[src/rtl/cfg_serial_loader.sv]
// Serial-to-parallel synth configuration loader with mode-0 host framing.
// Optional readback of shadowed bytes on miso: CFG_LOADER_READBACK_EN.
module cfg_serial_loader #(
   parameter int NUM_BYTES   = 6,
   parameter int SYNC_STAGES = 2
) (
   input  logic       clk,
   input  logic       rst_n,
   input  logic       sclk,
   input  logic       cs_n,
   input  logic       mosi,
   output logic [7:0] cfg_data,
   output logic [7:0] cfg_we,
   output logic       miso,
   output logic       busy,
   output logic       frame_err
);

   typedef enum logic [1:0] {
      IDLE,
      HEADER,
      DATA,
      ERROR
   } state_t;

   localparam logic [2:0] LAST_PTR = 3'(NUM_BYTES - 1);
   localparam logic [3:0] NUM_B4   = 4'(NUM_BYTES);

   logic [SYNC_STAGES-1:0] sclk_sync_q, sclk_sync_d;
   logic [SYNC_STAGES-1:0] cs_sync_q, cs_sync_d;
   logic [SYNC_STAGES-1:0] mosi_sync_q, mosi_sync_d;
   logic                   sclk_dly_q, sclk_dly_d;
   logic                   cs_dly_q, cs_dly_d;

   state_t     state_q, state_d;
   logic [2:0] bit_cnt_q, bit_cnt_d;
   logic [7:0] shift_q, shift_d;
   logic [2:0] ptr_q, ptr_d;
   logic       wr_q, wr_d;
   logic       err_q, err_d;
   logic [7:0] cfg_data_q, cfg_data_d;
   logic [7:0] cfg_we_q, cfg_we_d;

`ifdef CFG_LOADER_READBACK_EN
   logic [7:0] shadow_q [NUM_BYTES];
   logic [7:0] shadow_d [NUM_BYTES];
   logic [7:0] rd_q, rd_d;
   logic       sclk_fall;
`endif

   logic       sclk_s;
   logic       cs_s;
   logic       mosi_s;
   logic       sclk_rise;
   logic       cs_fall;
   logic       cs_rise;
   logic       byte_done;
   logic [7:0] byte_next;
   logic [2:0] hdr_addr;
   logic       addr_bad;
   logic [2:0] ptr_inc;

   assign sclk_s    = sclk_sync_q[SYNC_STAGES-1];
   assign cs_s      = cs_sync_q[SYNC_STAGES-1];
   assign mosi_s    = mosi_sync_q[SYNC_STAGES-1];
   assign sclk_rise = sclk_s & ~sclk_dly_q;
   assign cs_fall   = ~cs_s & cs_dly_q;
   assign cs_rise   = cs_s & ~cs_dly_q;
   assign byte_done = sclk_rise && (bit_cnt_q == 3'd7);
   assign byte_next = {shift_q[6:0], mosi_s};
   assign hdr_addr  = byte_next[2:0];
   assign addr_bad  = ({1'b0, hdr_addr} >= NUM_B4);
   assign ptr_inc   = (ptr_q == LAST_PTR) ? 3'd0 : ptr_q + 3'd1;

`ifdef CFG_LOADER_READBACK_EN
   assign sclk_fall = ~sclk_s & sclk_dly_q;
`endif

   always_comb begin
      sclk_sync_d = {sclk_sync_q[SYNC_STAGES-2:0], sclk};
      cs_sync_d   = {cs_sync_q[SYNC_STAGES-2:0], cs_n};
      mosi_sync_d = {mosi_sync_q[SYNC_STAGES-2:0], mosi};
      sclk_dly_d  = sclk_s;
      cs_dly_d    = cs_s;

      state_d    = state_q;
      bit_cnt_d  = bit_cnt_q;
      shift_d    = shift_q;
      ptr_d      = ptr_q;
      wr_d       = wr_q;
      err_d      = err_q;
      cfg_data_d = cfg_data_q;
      cfg_we_d   = 8'h00;
`ifdef CFG_LOADER_READBACK_EN
      rd_d     = rd_q;
      shadow_d = shadow_q;
`endif

      unique case (state_q)
         IDLE: begin
            if (cs_fall) begin
               state_d   = HEADER;
               bit_cnt_d = 3'd0;
               shift_d   = 8'h00;
               err_d     = 1'b0;
`ifdef CFG_LOADER_READBACK_EN
               rd_d = 8'h00;
`endif
            end
         end
         HEADER: begin
            if (sclk_rise) begin
               shift_d   = byte_next;
               bit_cnt_d = bit_cnt_q + 3'd1;
               if (byte_done) begin
                  ptr_d = hdr_addr;
                  wr_d  = byte_next[7];
                  if (addr_bad) begin
                     state_d = ERROR;
                     err_d   = 1'b1;
                  end else if (byte_next[7]) begin
                     state_d = DATA;
                  end else begin
`ifdef CFG_LOADER_READBACK_EN
                     state_d = DATA;
                     rd_d    = shadow_q[hdr_addr];
`else
                     state_d = ERROR;
                     err_d   = 1'b1;
`endif
                  end
               end
            end
         end
         DATA: begin
            if (sclk_rise) begin
               shift_d   = byte_next;
               bit_cnt_d = bit_cnt_q + 3'd1;
               if (byte_done) begin
                  ptr_d = ptr_inc;
                  if (wr_q) begin
                     cfg_data_d = byte_next;
                     cfg_we_d   = 8'd1 << ptr_q;
`ifdef CFG_LOADER_READBACK_EN
                     shadow_d[ptr_q] = byte_next;
`endif
                  end
               end
            end
`ifdef CFG_LOADER_READBACK_EN
            // first fall of each byte reloads from the (already advanced) pointer
            if (!wr_q && sclk_fall) begin
               if (bit_cnt_q == 3'd0) rd_d = shadow_q[ptr_q];
               else                   rd_d = {rd_q[6:0], 1'b0};
            end
`endif
         end
         ERROR: begin
         end
      endcase

      // a completing byte is still written when cs_n rises in the same cycle
      if (cs_rise && (state_q != IDLE)) begin
         state_d = IDLE;
`ifdef CFG_LOADER_READBACK_EN
         rd_d = 8'h00;
`endif
      end
   end

   always_ff @(posedge clk or negedge rst_n) begin
      if (!rst_n) begin
         sclk_sync_q <= '0;
         cs_sync_q   <= '0;
         mosi_sync_q <= '0;
         sclk_dly_q  <= 1'b0;
         cs_dly_q    <= 1'b0;
         state_q     <= IDLE;
         bit_cnt_q   <= 3'd0;
         shift_q     <= 8'h00;
         ptr_q       <= 3'd0;
         wr_q        <= 1'b0;
         err_q       <= 1'b0;
         cfg_data_q  <= 8'h00;
         cfg_we_q    <= 8'h00;
      end else begin
         sclk_sync_q <= sclk_sync_d;
         cs_sync_q   <= cs_sync_d;
         mosi_sync_q <= mosi_sync_d;
         sclk_dly_q  <= sclk_dly_d;
         cs_dly_q    <= cs_dly_d;
         state_q     <= state_d;
         bit_cnt_q   <= bit_cnt_d;
         shift_q     <= shift_d;
         ptr_q       <= ptr_d;
         wr_q        <= wr_d;
         err_q       <= err_d;
         cfg_data_q  <= cfg_data_d;
         cfg_we_q    <= cfg_we_d;
      end
   end

`ifdef CFG_LOADER_READBACK_EN
   always_ff @(posedge clk or negedge rst_n) begin
      if (!rst_n) begin
         rd_q <= 8'h00;
         for (int i = 0; i < NUM_BYTES; i++) shadow_q[i] <= 8'h00;
      end else begin
         rd_q     <= rd_d;
         shadow_q <= shadow_d;
      end
   end

   assign miso = rd_q[7];
`else
   assign miso = 1'b0;
`endif

   assign cfg_data  = cfg_data_q;
   assign cfg_we    = cfg_we_q;
   assign busy      = (state_q != IDLE);
   assign frame_err = err_q;

endmodule

[config.mk]
export PLATFORM = sky130hd
export DESIGN_NAME = cfg_serial_loader
export DESIGN_NICKNAME = d
export VERILOG_FILES = /design/src/rtl/cfg_serial_loader.sv
export SDC_FILE = /design/constraint.sdc
export NUM_CORES = 1
export LEC_CHECK = 0
export CORE_MARGIN = 2
export CORE_UTILIZATION = 45
export DETAILED_ROUTE_END_ITERATION = 16
export PLACE_DENSITY = 0.77
export SLEW_MARGIN = 20
export SYNTH_ARGS = -nofsm -noshare
export SYNTH_HDL_FRONTEND = slang
export SYNTH_SLANG_ARGS = --single-unit
export TNS_END_PERCENT = 20
[constraint.sdc]
create_clock -name clk -period 4.2 [get_ports clk]
set_clock_uncertainty 0.2 [all_clocks]
set_input_delay 0.42 -clock clk [delete_from_list [all_inputs] [get_ports clk]]
set_output_delay 0.42 -clock clk [all_outputs]
set_load 0.02 [all_outputs]
== Word-level counts from Yosys, hierarchy flattened ==
Cells that the tools add are included.
Word-level totals
  logic and storage cells: 81
  register bits after elaboration: 41
Cells by class
  add/sub/neg operators: 2
  magnitude comparators: 1
  shift operators: 1
  bitwise gates (word level): 6
  multiplexer cells: 29
  eq/ne operators: 14
  reduce and logical (&&, ||, !) cells: 15
Operators by type and width (count)
  $mux W8: 4
  $mux W3: 7
  $mux W7: 2
  $pmux W7 S2: 1
  $ne A3 B3 Y1 const B: 4
  $pmux W3 S2: 2
  $ne A2 B2 Y1 const B: 5
  $reduce_and A5 Y1: 2
  $mux W2: 4
  $reduce_and A4 Y1: 2
  $reduce_bool A2 Y1: 4
  $shl A1 B3 Y8 const A: 1
  $mux W1: 7
  $add A3 B1 Y3 const B: 2
  $eq A3 B3 Y1 const B: 2
  $reduce_and A3 Y1: 2
  $pmux W2 S2: 1
  $and A1 B1 Y1: 3
  $ge A3 B3 Y1 const B: 1
  $not A1 Y1: 3
  $reduce_bool A3 Y1: 1
  $eq A2 B1 Y1 const B: 1
  $eq A2 B2 Y1 const B: 1
  $logic_and A1 B1 Y1: 2
  4 further kinds: 4

== Logic depth before layout (Yosys ltp) ==
  depth after elaboration: 7
  gate-level depth with buffers: 6

== Worst setup path before layout ==
No wires, ideal clock.
  path type: flip-flop to flip-flop
  start point: register bit_cnt_q[0]
  end point: register cfg_data_q[3] (netlist: cfg_data[3])
  data required time: 3.875 ns
  arrival time: 1.546 ns
  path slack: 2.329 ns
  stages on the path, launching flop included: 7
  clock period less this slack: 1.871 ns
  cell sequence: dfrtp_1 > ha_1 > ha_1 > and3b_2 > nand3_4 > buf_6 > mux2_4
Between the ends
  word-level cells in the longest chain between the ends: 3
RTL lines
  start: declaration: RTL line 36  | logic [2:0] bit_cnt_q, bit_cnt_d;
  start signal: assignment: RTL line 193  | bit_cnt_q <= bit_cnt_d;
  $eq A3 B3 Y1: RTL line 69  | assign byte_done = sclk_rise && (bit_cnt_q == 3'd7);
  $logic_and A1 B1 Y1: RTL line 69
  $reduce_and A4 Y1 (no source line)
  end signal: assignment: RTL line 198  | cfg_data_q <= cfg_data_d;
  end: declaration: RTL line 41  | logic [7:0] cfg_data_q, cfg_data_d;
No other way between the ends.
A chain may end at the register's enable or synchronous reset.

== Final worst setup path ==
  start point: register state_q[0]
  end point: output busy
Between the ends
  word-level cells in the longest chain between the ends: 1
RTL lines
  start: declaration: RTL line 35  | state_t state_q, state_d;
  start signal: assignment: RTL line 192  | state_q <= state_d;
  $reduce_bool A2 Y1: RTL line 221  | assign busy = (state_q != IDLE);
  end: declaration: RTL line 15  | output logic busy,
No other way between the ends.

==> results.ini <==
[outcome]
status = finished, final reports clean

[synth]
ys_ff_latch = 41
synth_xor_xnor_area_share_pct = 0
netlist_instances = 148
synth_compound_area_share_pct = 5.95
synthMuxAreaShare_pct = 13.0
synthAdderAreaFrac_pct = 5.41
synth_area_leaders = dfrtp_1 (55%), mux2i_1 (6.5%), ha_1 (5.4%), mux2_4 (4.1%), nor4b_2 (3.2%)
syn_nets = 161
yosysSeqAreaShare_pct = 55.4
syn-cell-area_mm2 = 0.00185
synth_ff_type = dfrtp_1
synth-simple-area-share_pct = 14.5
synth_cell_types = 33
synth_area_per_cell_um2 = 12.5
yosys_warnings = 0
synth_top_area_share_pct = 55.4
synth_top_family_by_area = simple AND/OR/NAND/NOR gates
yosysTopAreaCell = dfrtp_1
synth_edf_count = 0
synthArstFlopShare_pct = 100

[drt]
drc = 0
dr_total_vias = 1124
routed_wirelength_um = 2910
first_iter_violations = 58
viasPerCell = 5.06
wire_per_inst_um = 13.1
ant_nets = 0
dr.pass1.iters = 4

[critical_path]
startpoint_type = register
cpMostUsedCell = inv_1
cp_slowest_cell = clkdlybuf4s50_1
path_class = register to output port
crit_family = buffers and inverters
cp.arrival_ps = 1750
crit_chain = inv_1 -> ha_1 -> inv_1 -> clkdlybuf4s50_1
end_kind = output port
cp.required_ps = 3580
cp_max_fo = 7
crit_buf_inv = 3
max_stage_delay_ps = 600

[cts]
clk_path_buf_depth = 2
cts_resized = 0
postCtsHoldBufs = 0
cts.sinks = 41
cts_tree = built
root_buffer = clkbuf_8
cts.clk_slew.worst_paths_ps = 80
clkLatencyLatePin_ps = 290
cts_buffers = 5
htreeDepth = 2
cts_post_setup_buffers_inserted = 0

[global_route]
track_usage_pct = 14.8
grt_start_max_net_pins = 42
first_global_vias = 1128
antenna_found_initial = 0
overflow = 0
grt_pass1_wl_um = 5050

[timing]
fin_crit_ps = 2370
setup-violations-final = 0
setup-tns-final_ps = 0
max_freq_mhz = 422
hold_viol_final = 0
tightestPinTransition_ps = 860
hold_ws_ps = 35.0
slew_violations = 0
relSlewSlack_pct = 42.7
rsz0062_at_grt = false
finalWorstSetupSlack_ps = 1830
final.period_utilization_pct = 56.4

[floorplanning]
initial_core_util_pct = 46.6
core_mm2 = 0.00397
fp.dieH_um = 68.2
die_w_um = 68.2
die_area_mm2 = 0.00464
std_cell_rows = 23
io_pins = 24

[finish]
finish.utilization_pct = 56.1
fill_cells = 339
final_cell_mix = dfrtp_1 (41), clkdlybuf4s50_1 (21), inv_1 (15), nand2_1 (14), mux2i_1 (12)
fin_nets = 184
syn_to_final_growth_pct = 20.3
layout.cells.most_common = dfrtp_1
ff_latch_area_mm2 = 0.00103
antenna_cells = 0
multiInputGateArea_um2 = 723
layout-drive-gt1-share_pct = 15.7

[power]
seqPwrFrac_pct = 40.4
p_int_mw = 0.843
clkPwrFrac_pct = 31.1
combPwrFrac_pct = 28.6
power_density_mw_per_mm2 = 542
p_sw_mw = 0.366
ir_drop_uv = 266
swShare_pct = 30.3
p_leak_nw = 1.04

[place]
gp_congestion = 0.820
hpwlAfterDp_um = 2140
portBuffers = 22
preCtsSetupSlack_ps = 1660

[min_path]
hp-class = input pin to async pin

[run]
max_cap_viol_count = 0

per-layer routing:
layer / GRT usage (%) / vias to the layer above / routed length (µm)
li1: - / 544 / -
met1: 17.8 / 548 / 1280
met2: 25.4 / 27 / 1470
met3: 4.44 / 5 / 125
met4: 4.50 / 0 / 34
met5: 0 / - / 0
worst reg2reg max path, stage by stage (launching register included):
cell      delay (ps)
dfrtp_1          400
inv_1             80
ha_1             430
a221oi_2         510
buf_4            270
mux2_4           310
worst paths after layout:
| kind | from | to | slack, ps | cells past startpoint |
|---|---|---|---|---|
| setup / recovery | state_q[0] | busy | 1830 | 4 |
| min in group clk | sclk_sync_q[0] | sclk_sync_q[1] | 150 | 0 |
| hold reg to reg | sclk_sync_q[0] | sclk_sync_q[1] | 150 | 0 |
| setup reg to reg | state_q[0] | bit_cnt_q[0] | 1900 | 5 |
| max in group asynchronous | rst_n | cfg_data[0] | 3220 | 1 |
| hold / removal | rst_n | cfg_we[4] | 30 | 1 |
flip-flops by register name, summed over array words and instances, names as in the netlist:
| signal | flops |
|---|---|
| shift_q | 7 |
| sclk_sync_q | 2 |
| bit_cnt_q | 3 |
| frame_err | 1 |
| wr_q | 1 |
| cs_sync_q | 2 |
| ptr_q | 3 |
| mosi_sync_q | 2 |
| sclk_dly_q | 1 |
| cfg_we | 8 |
| cfg_data | 8 |
| state_q | 2 |
| cs_dly_q | 1 |
logic make-up after synthesis:
group                      Yosys count
DFF                                 41
adders and majority gates            8
muxes                               21
buffers and inverters               22
and+or+nand+nor                     40
AOI/OAI and AO/OA                   15
other                                1
per-stage QoR:
step,cells,cell area (µm²),total power [mW]
2_1_floorplan,148,1850,0.761
3_3_place_gp,213,2080,0.820
3_5_place_dp,213,2080,0.839
4_1_cts,221,2220,1.22
5_1_grt,222,2230,1.29
6_report,222,2230,1.21
synth_stat cells (3+ instances only):
| master | number |
|---|---|
| and2_1 | 3 |
| clkbuf_1 | 3 |
| dfrtp_1 | 41 |
| ha_1 | 8 |
| inv_1 | 15 |
| mux2_2 | 4 |
| mux2_4 | 5 |
| mux2i_1 | 12 |
| nand2_1 | 14 |
| nand2b_1 | 3 |
| nor2b_1 | 4 |
| nor4b_2 | 4 |
| o21ai_0 | 5 |
| o31ai_1 | 3 |
area by class of cell:
class                   instances  share of cell area, %
clock buffers                   5                   3.09
clock inverters                 3                   3.09
inverters                      15                   2.53
multi-input cells              85                   32.5
flip-flops and latches         41                   46.0
well taps                      50                   2.81
repair buffers                 23                   9.99
power groups by stage:
stage	Combinational, mW	Clock [mW]	Sequential [mW]
after floorplan	0.274	0	0.487
after global placement	0.327	0	0.494
after detailed placement	0.343	0	0.497
after CTS	0.342	0.389	0.489
after global routing	0.388	0.404	0.495
final	0.345	0.376	0.488
(Power assumes the default switching activity.)
